### src/rtl/alu_instr_sequencer.sv
// alu_instr_sequencer
//   Multi-cycle control FSM for the ALU datapath. It fetches from instruction
//   memory at PC, decodes, issues the operation to the external ALU, gates it by
//   COND against the architectural NZCV and writes back to the register bank.
//   LDR/STR go through a REQ/ACK data-memory handshake.
//
//   Build option: define DMEM_TIMEOUT_EN to bound the ACK wait in MEM to
//   TIMEOUT_CYCLES cycles (expiry sets ILLEGAL and halts). Without it, MEM waits
//   for ACK indefinitely.
//
// Ports
//   CLK, RESET                clock, synchronous active-high reset
//   IMEM_ADDR / IMEM_DATA     instruction address out, instruction in (1-cycle latency)
//   RF_RADDR1/2, RF_RDATA1/2  register read ports (combinational data)
//   RF_WE/WADDR/WDATA         register write port
//   ALU_OP/A/B                operation and operands to the ALU
//   ALU_RESULT/ALU_NZCV       combinational ALU result and flags
//   DMEM_REQ/WE/ADDR/WDATA    data-memory request (held until ACK)
//   DMEM_RDATA/DMEM_ACK       load data and one-cycle completion pulse
//   NZCV, PC                  architectural flags and program counter
//   HALTED, ILLEGAL           sticky status indicators
module alu_instr_sequencer #(
    parameter int PC_W           = 8,
    parameter int TIMEOUT_CYCLES = 16
) (
    input  logic            CLK,
    input  logic            RESET,
    output logic [PC_W-1:0] IMEM_ADDR,
    input  logic [31:0]     IMEM_DATA,
    output logic [3:0]      RF_RADDR1,
    output logic [3:0]      RF_RADDR2,
    input  logic [31:0]     RF_RDATA1,
    input  logic [31:0]     RF_RDATA2,
    output logic            RF_WE,
    output logic [3:0]      RF_WADDR,
    output logic [31:0]     RF_WDATA,
    output logic [3:0]      ALU_OP,
    output logic [31:0]     ALU_A,
    output logic [31:0]     ALU_B,
    input  logic [31:0]     ALU_RESULT,
    input  logic [3:0]      ALU_NZCV,
    output logic            DMEM_REQ,
    output logic            DMEM_WE,
    output logic [PC_W-1:0] DMEM_ADDR,
    output logic [31:0]     DMEM_WDATA,
    input  logic [31:0]     DMEM_RDATA,
    input  logic            DMEM_ACK,
    output logic [3:0]      NZCV,
    output logic [PC_W-1:0] PC,
    output logic            HALTED,
    output logic            ILLEGAL
);

    typedef enum logic [2:0] {
        S_FETCH,
        S_DECODE,
        S_EXECUTE,
        S_MEM,
        S_WRITEBACK,
        S_HALT
    } state_t;

    localparam logic [3:0] OP_LDR  = 4'hA;
    localparam logic [3:0] OP_STR  = 4'hB;
    localparam logic [3:0] OP_CMP  = 4'hC;
    localparam logic [3:0] OP_HALT = 4'hF;

    state_t            r_state;
    state_t            w_next_state;
    logic [31:0]       r_ir;
    logic [PC_W-1:0]   r_pc;
    logic [3:0]        r_nzcv;
    logic              r_halted;
    logic              r_illegal;
    logic [31:0]       r_result;
    logic [3:0]        r_alu_flags;
    logic [PC_W-1:0]   r_mem_addr;
    logic [31:0]       r_mem_wdata;

    logic [3:0]        w_cond;
    logic [3:0]        w_opcode;
    logic              w_s;
    logic              w_i;
    logic [31:0]       w_operand_b;
    logic              w_dec_illegal;
    logic              w_cond_met;
    logic              w_is_mem_op;
    logic              w_flag_update;
    logic              w_tmo_expired;

    assign w_cond        = r_ir[31:28];
    assign w_opcode      = r_ir[27:24];
    assign w_s           = r_ir[23];
    assign w_i           = r_ir[22];
    assign w_operand_b   = w_i ? {22'd0, r_ir[9:0]} : RF_RDATA2;
    assign w_dec_illegal = (IMEM_DATA[27:24] == 4'hD) || (IMEM_DATA[27:24] == 4'hE);
    assign w_is_mem_op   = (w_opcode == OP_LDR) || (w_opcode == OP_STR);
    assign w_flag_update = (w_opcode == OP_CMP) || (w_s && (w_opcode <= 4'h8));

    // Condition check always uses the registered flags, so an instruction sees
    // the flags left by its predecessor's writeback.
    always_comb begin
        w_cond_met = 1'b0;
        case (w_cond)
            4'h0: w_cond_met = 1'b1;
            4'h1: w_cond_met = r_nzcv[2];
            4'h2: w_cond_met = !r_nzcv[2] && (r_nzcv[3] == r_nzcv[0]);
            4'h3: w_cond_met = (r_nzcv[3] != r_nzcv[0]);
            4'h4: w_cond_met = (r_nzcv[3] == r_nzcv[0]);
            4'h5: w_cond_met = r_nzcv[2] || (r_nzcv[3] != r_nzcv[0]);
            4'h6: w_cond_met = r_nzcv[1] && !r_nzcv[2];
            4'h7: w_cond_met = !r_nzcv[1];
            4'h8: w_cond_met = r_nzcv[1];
            default: w_cond_met = 1'b0;
        endcase
    end

`ifdef DMEM_TIMEOUT_EN
    localparam int TMO_W = $clog2(TIMEOUT_CYCLES + 1);
    logic [TMO_W-1:0] r_tmo_cnt;

    // Counts cycles spent with REQ high; cleared whenever not in MEM.
    always_ff @(posedge CLK) begin
        if (RESET || (r_state != S_MEM)) r_tmo_cnt <= '0;
        else                             r_tmo_cnt <= r_tmo_cnt + TMO_W'(1);
    end

    // Expires in the TIMEOUT_CYCLES-th REQ cycle; an ACK in that cycle wins.
    assign w_tmo_expired = (r_state == S_MEM) && !DMEM_ACK &&
                           (r_tmo_cnt == TMO_W'(TIMEOUT_CYCLES - 1));
`else
    logic w_unused_timeout_cfg;
    assign w_unused_timeout_cfg = (TIMEOUT_CYCLES > 0);
    assign w_tmo_expired        = 1'b0;
`endif

    // State register
    always_ff @(posedge CLK) begin
        if (RESET) r_state <= S_FETCH;
        else       r_state <= w_next_state;
    end

    // Next-state logic
    always_comb begin
        w_next_state = r_state;
        case (r_state)
            S_FETCH:     w_next_state = S_DECODE;
            S_DECODE:    w_next_state = w_dec_illegal ? S_HALT : S_EXECUTE;
            S_EXECUTE: begin
                if (!w_cond_met)               w_next_state = S_FETCH;
                else if (w_opcode == OP_HALT)  w_next_state = S_HALT;
                else if (w_is_mem_op)          w_next_state = S_MEM;
                else                           w_next_state = S_WRITEBACK;
            end
            S_MEM: begin
                if (DMEM_ACK)           w_next_state = (w_opcode == OP_LDR) ? S_WRITEBACK : S_FETCH;
                else if (w_tmo_expired) w_next_state = S_HALT;
            end
            S_WRITEBACK: w_next_state = S_FETCH;
            S_HALT:      w_next_state = S_HALT;
            default:     w_next_state = S_FETCH;
        endcase
    end

    // Datapath / architectural registers
    always_ff @(posedge CLK) begin
        if (RESET) begin
            r_ir        <= '0;
            r_pc        <= '0;
            r_nzcv      <= '0;
            r_halted    <= 1'b0;
            r_illegal   <= 1'b0;
            r_result    <= '0;
            r_alu_flags <= '0;
            r_mem_addr  <= '0;
            r_mem_wdata <= '0;
        end else begin
            case (r_state)
                S_DECODE: begin
                    r_ir <= IMEM_DATA;
                    if (w_dec_illegal) r_illegal <= 1'b1;
                end
                S_EXECUTE: begin
                    if (!w_cond_met) begin
                        r_pc <= r_pc + PC_W'(1);
                    end else if (w_opcode == OP_HALT) begin
                        r_halted <= 1'b1;
                    end else if (w_is_mem_op) begin
                        // Operands are captured so the request stays stable while waiting.
                        r_mem_addr  <= RF_RDATA1[PC_W-1:0];
                        r_mem_wdata <= w_operand_b;
                    end else begin
                        r_result    <= ALU_RESULT;
                        r_alu_flags <= ALU_NZCV;
                    end
                end
                S_MEM: begin
                    if (DMEM_ACK) begin
                        if (w_opcode == OP_LDR) r_result <= DMEM_RDATA;
                        else                    r_pc     <= r_pc + PC_W'(1);
                    end else if (w_tmo_expired) begin
                        r_illegal <= 1'b1;
                    end
                end
                S_WRITEBACK: begin
                    if (w_flag_update) r_nzcv <= r_alu_flags;
                    r_pc <= r_pc + PC_W'(1);
                end
                default: ;
            endcase
        end
    end

    // State-decoded outputs
    always_comb begin
        RF_WE    = 1'b0;
        DMEM_REQ = 1'b0;
        DMEM_WE  = 1'b0;
        case (r_state)
            S_MEM: begin
                DMEM_REQ = 1'b1;
                DMEM_WE  = (w_opcode == OP_STR);
            end
            S_WRITEBACK: RF_WE = (w_opcode != OP_CMP);
            default: ;
        endcase
    end

    assign IMEM_ADDR  = r_pc;
    assign RF_RADDR1  = r_ir[17:14];
    assign RF_RADDR2  = r_ir[13:10];
    assign RF_WADDR   = r_ir[21:18];
    assign RF_WDATA   = r_result;
    assign ALU_OP     = w_opcode;
    assign ALU_A      = RF_RDATA1;
    assign ALU_B      = w_operand_b;
    assign DMEM_ADDR  = r_mem_addr;
    assign DMEM_WDATA = r_mem_wdata;
    assign NZCV       = r_nzcv;
    assign PC         = r_pc;
    assign HALTED     = r_halted;
    assign ILLEGAL    = r_illegal;

endmodule
### config.mk
export PLATFORM = sky130hd
export DESIGN_NAME = alu_instr_sequencer
export DESIGN_NICKNAME = d
export VERILOG_FILES = /design/src/rtl/alu_instr_sequencer.sv
export SDC_FILE = /design/constraint.sdc
export NUM_CORES = 1
export LEC_CHECK = 0
export CAP_MARGIN = 20
export CORE_ASPECT_RATIO = 0.6
export CORE_UTILIZATION = 38
export CTS_BUF_LIST = sky130_fd_sc_hd__clkbuf_16
export CTS_CLUSTER_SIZE = 12
export DETAILED_ROUTE_END_ITERATION = 10
export GPL_TIMING_DRIVEN = 1
export PLACE_DENSITY = 0.8
export SYNTH_ARGS = -nofsm -noshare
export SYNTH_HDL_FRONTEND = slang
export SYNTH_SLANG_ARGS = --single-unit
### constraint.sdc
create_clock -name CLK -period 2.6 [get_ports CLK]
set_input_delay 0.39 -clock CLK [delete_from_list [all_inputs] [get_ports CLK]]
set_output_delay 0.39 -clock CLK [all_outputs]
set_load 0.005 [all_outputs]
; Word level (Yosys, flattened, before mapping)
; Index checks and enable logic that the tools add are counted.
; W data, S select, Z words.
[word_totals]
ff_bits = 125
latchBits = 0
mem_bits_rw = 0
rom_bits = 0
inputBits = 167
out_inout_bits = 177
wordCells = 85
mem_count = 0
[classes]
addsub = 1
n_mul = 0
div_mod_pow = 0
order_cmp = 1
n_eq_ne = 29
shifts = 0
muxes = 22
bitwise_logic = 2
reduce_logical = 20
[ops]
columns = operator, n
row1 = $mux W32, 6
row2 = $pmux W32 S2, 1
row3 = $eq A4 B4 Y1 const B, 7
row4 = $mux W8, 3
row5 = $pmux W8 S3, 1
row6 = $mux W3, 6
row7 = $eq A4 B3 Y1 const B, 4
row8 = $pmux W3 S5, 1
row9 = $ne A2 B2 Y1 const B, 7
row10 = $reduce_and A4 Y1, 3
row11 = $pmux W1 S9, 1
row12 = $add A8 B1 Y8 const B, 1
row13 = $eq A4 B2 Y1 const B, 2
row14 = $eq A3 B2 Y1 const B, 2
row15 = $eq A3 B3 Y1 const B, 2
row16 = $reduce_and A6 Y1, 1
row17 = $eq A4 B1 Y1 const B, 1
row18 = $le A4 B4 Y1 const B, 1
row19 = $logic_not A4 Y1, 1
row20 = $logic_or A1 B1 Y1, 4
row21 = $ne A4 B4 Y1 const B, 1
row22 = $reduce_and A2 Y1, 2
row23 = $eq A3 B1 Y1 const B, 1
row24 = $logic_and A1 B1 Y1, 3
row25 = other kinds (9), 13

; Longest topological paths before layout
[logic_depth]
word_depth = 6
mapped_depth = 8
mapped_depth_nobuf = 6

; Least setup slack after synthesis
; No wires, ideal clock.
[synth_path]
path_kind = register -> register
start = reg r_ir[29]
end = reg r_pc[2] (netlist: IMEM_ADDR[2])
setup_time_ns = 0.121
arrival_ns = 1.808
required_time_ns = 2.479
setup_slack_ns = 0.672
path_stages_with_launch = 9
path_buffers = 2
synth_period_minus_slack_ns = 1.928
cell_sequence = dfxtp_1 buf_2 or2_1 a21oi_2 a2111oi_4 o2bb2ai_2 buf_2 nor2_1 mux2_2
[synth_via]
elab_chain_len = 4
elab_cells_between_ends = 12
classes_between = eq/ne: 9 / mux: 1 / reduce/logical: 2
[synth_rtl]
columns = item, line_no
row1 = start: declaration, 70  ; logic [31:0] r_ir;
row2 = start signal: assignment, 168  ; r_ir <= '0;
row3 = start signal: assignment, 180  ; r_ir <= IMEM_DATA;
row4 = $eq A4 B4 Y1 (tied with other cells), 104  ; case (w_cond)
row5 = $pmux W1 S9 *, 104
row6 = $ne A2 B2 Y1 (no source line) *, n/a
row7 = $reduce_and A4 Y1 (no source line) *, n/a
row8 = end signal: assignment, 185  ; r_pc <= r_pc + PC_W'(1);
row9 = end signal: assignment, 200  ; else r_pc <= r_pc + PC_W'(1);
row10 = end signal: assignment, 207  ; r_pc <= r_pc + PC_W'(1);
row11 = end: declaration, 71  ; logic [PC_W-1:0] r_pc;
; Every way passes the cells marked *; elsewhere a longest branch is shown, timed or not.
; A chain may end at the register's enable or synchronous reset.

; Worst setup path in the final report
[layout_path]
start = reg r_state[2]
end = out DMEM_REQ
[layout_via]
elab_chain_len = 2
[layout_rtl]
columns = item, line_no
row1 = start: declaration, 68  ; state_t r_state;
row2 = start signal: assignment, 140  ; else r_state <= w_next_state;
row3 = $eq A3 B2 Y1, 219  ; case (r_state)
row4 = $mux W1, 219
row5 = end: declaration, 42  ; output logic DMEM_REQ,
; Every way passes these cells.

==> results_dict.tcl <==
set metrics [dict create \
    outcome "complete, no violations" \
    path_class "reg2out" \
    power_leakage_nw 3.24 \
    yosysTopAreaCell "dfxtp_1" \
    io_pins 344 \
    grt_pass1_wl_mm 28.8 \
    cp.required_ns 2.21 \
    post_drt_wl_per_cell_um 16.5 \
    fmax_mhz 414 \
    die_area_um2 16100 \
    vias 5535 \
    netlist_area_um2 5930 \
    diodes 0 \
    route.detailed.drc 0 \
    totalWireLength_mm 18.5 \
    ant_nets 0 \
    viasPerCell 4.93 \
    track_usage 0.227 \
    core_area_um2 14800 \
    start_kind "flop" \
    cts_setup_buffers 0 \
    portBuffers 295 \
    cts_hold_buf 0 \
    hpwl_mm 13.3 \
    place_ws_ns 0.177 \
    skew_ns 0.0133 \
    routabilityCongestion 0.800 \
    clock_path_buffers 2 \
    ys_ff_latch 125 \
    num_rows 34 \
    internal_power_mw 3.92 \
    tns_ns 0 \
    power_frac_comb 0.209 \
    die_x_um 163 \
    clkPwrFrac 0.400 \
    synth-async-reset-ratio 0 \
    synth_cell_type_count 44 \
    initial_utilization 0.399 \
    dieHeight_um 98.8 \
    p_sw_frac 0.281 \
    cp_slowest_cell "clkdlybuf4s50_1" \
    htree_levels 4 \
    drive_gt1_frac 0.0746 \
    power.density_nw_per_um2 597 \
    gr-total-overflow 0 \
    r2r_cells 6 \
    maxCapViolCount 0 \
    irDropWorstVdd_uv 379 \
    crit_path_end_kind "primary output" \
    synth_nets 858 \
    period_share 0.929 \
    yosysSeqAreaShare 0.422 \
    synth_top_cell_area_share 0.422 \
    finalMaxSlewViolations 0 \
    multi_input_comb_area_um2 2650 \
    switchingPower_mw 1.54 \
    synthFlopType "dfxtp_1" \
    clk_latency_ns 0.41 \
    yosysWarnings 0 \
    finalHoldViolations 0 \
    antenna_found_initial 0 \
    cp_max_fo 32 \
    rsz0062_at_grt "no" \
    path_clk_slew_ns 0.06 \
    fin_ws_ns 0.185 \
    final_nets 1080 \
    drt_iter0_markers 220 \
    numCtsBuffers 17 \
    synth_area_leaders "dfxtp_1 42%, mux2i_1 8.6%, buf_4 7.1%" \
    fill_cells 1314 \
    worst_pin_slew_ns 0.937 \
    worstPathCellList "nand3b_1 > inv_1 > buf_6 > clkdlybuf4s50_1" \
    cts_tree "built" \
    hold_path_depth 2 \
    pwr-share-seq 0.392 \
    period_needed_ns 2.41 \
    slowest_delay_ns 0.55 \
    final-setup-viol-count 0 \
    hold_class "reg2reg" \
    synthCells 690 \
    slew_headroom 0.375 \
    first_pass_iters 4 \
    cts.sinks 125 \
    first_global_vias 5479 \
    cp_data_arrival_time_ns 2.02 \
    grt_max_degree 88 \
    cts_root_buffer "clkbuf_16" \
    total_power_mw 5.46 \
    synth_edf_count 0 \
    regArea_um2 2500 \
    area_growth_pct 54.3 \
    avgSynthCellArea_um2 8.59 \
]
cell usage in the layout (no fill, tap or decap), drive strengths merged, types with 2 or more instances in the layout:
master	instances
clkinvlp	6
mux2	11
or4	2
nor2b	28
clkbuf	17
and3	2
nand3b	33
clkdlybuf4s50	294
nor2	67
nor3	6
or3	5
xor2	4
dfxtp	125
nand3	4
a221oi	32
mux2i	51
and3b	2
or2	4
clkinv	3
nand2	74
a31oi	3
a2111oi	2
o21ai	39
buf	16
inv	43
a21oi	41
critical path: cells and delay by family, from the launching register on:
family	cells	cell delay (ns)
buffers and inverters	3	0.90
flip-flops	1	0.40
AND/OR/NAND/NOR	1	0.30
flip-flops by register name, indices dropped and copies added (netlist names):
name / count
NZCV: 4
r_state: 3
ILLEGAL: 1
r_ir: 32
r_alu_flags: 4
RF_WDATA: 32
HALTED: 1
DMEM_WDATA: 32
DMEM_ADDR: 8
IMEM_ADDR: 8
cell usage after synthesis, types with 5 or more instances:
cell type and number:
a21oi_1 40, a221oi_1 31, buf_2 10, buf_4 56, clkbuf_1 38, dfxtp_1 125
inv_1 37, mux2_2 11, mux2i_1 51, nand2_1 74, nand3b_1 33, nor2_1 66
nor2b_1 28, o21ai_0 38, or3_1 5
what timing repair did:
action	in CTS	in global routing
resized for setup	0	1
endpoints found under the hold margin	0	0
endpoints found under the setup margin	0	2
power groups by stage:
stage	Combinational, mW	Clock (mW)	Sequential [mW]
finish	1.14	2.18	2.14
global route	1.24	2.31	2.15
CTS	1.15	2.22	2.14
detailed placement	1.14	0	2.18
global placement	1.13	0	2.17
floorplan	0.574	0	2.16
worst paths after layout:
check                               start                         to  slack [ns]
setup / recovery  r_state[2]$_SDFFE_PP0N_                   DMEM_REQ        0.19
hold / removal      r_ir[13]$_SDFFE_PP0N_      r_ir[13]$_SDFFE_PP0N_        0.46
setup reg to reg    r_ir[29]$_SDFFE_PP0N_  IMEM_ADDR[7]$_SDFFE_PP0P_        0.23
hold reg to reg     r_ir[13]$_SDFFE_PP0N_      r_ir[13]$_SDFFE_PP0N_        0.46
final cells by class:
| type | count | area share |
|---|---|---|
| repair buffers | 310 | 0.335 |
| multi-input cells | 421 | 0.290 |
| flip-flops and latches | 125 | 0.274 |
| clock buffers | 17 | 0.0465 |
| well taps | 198 | 0.0271 |
| inverters | 37 | 0.0152 |
| clock inverters | 15 | 0.0127 |
cell families (layout without fill, tap and decap cells):
group	Yosys count	count (layout)	synth area share
AO/OA/AOI/OAI	125	125	0.139
XOR/XNOR	4	4	0.00591
AND/OR/NAND/NOR	229	229	0.192
adder cells (fa/ha/maj)	1	1	0.00211
flip-flops	125	125	0.422
buffers and inverters	144	379	0.133
multiplexers	62	62	0.107
metal layers:
layer,share of wire,global-route usage,vias to the layer above
li1,-,-,2738
met1,0.44,0.280,2579
met2,0.44,0.357,208
met3,0.11,0.109,10
met4,0.0058,0.0525,0
met5,0,0,-
per-stage QoR:
step / cells / instance area, um^2 / utilization / hold WS (ns)
CTS: 1123 / 9140 / 0.616 / 0.455
floorplan: 690 / 5930 / - / 0.433
global placement: 1091 / 8600 / 0.579 / 0.442
finish: 1123 / 9150 / 0.616 / 0.455
global route: 1123 / 9150 / 0.616 / 0.470
detailed placement: 1091 / 8600 / 0.579 / 0.447
Note: power is estimated with default switching activity, not from simulation.
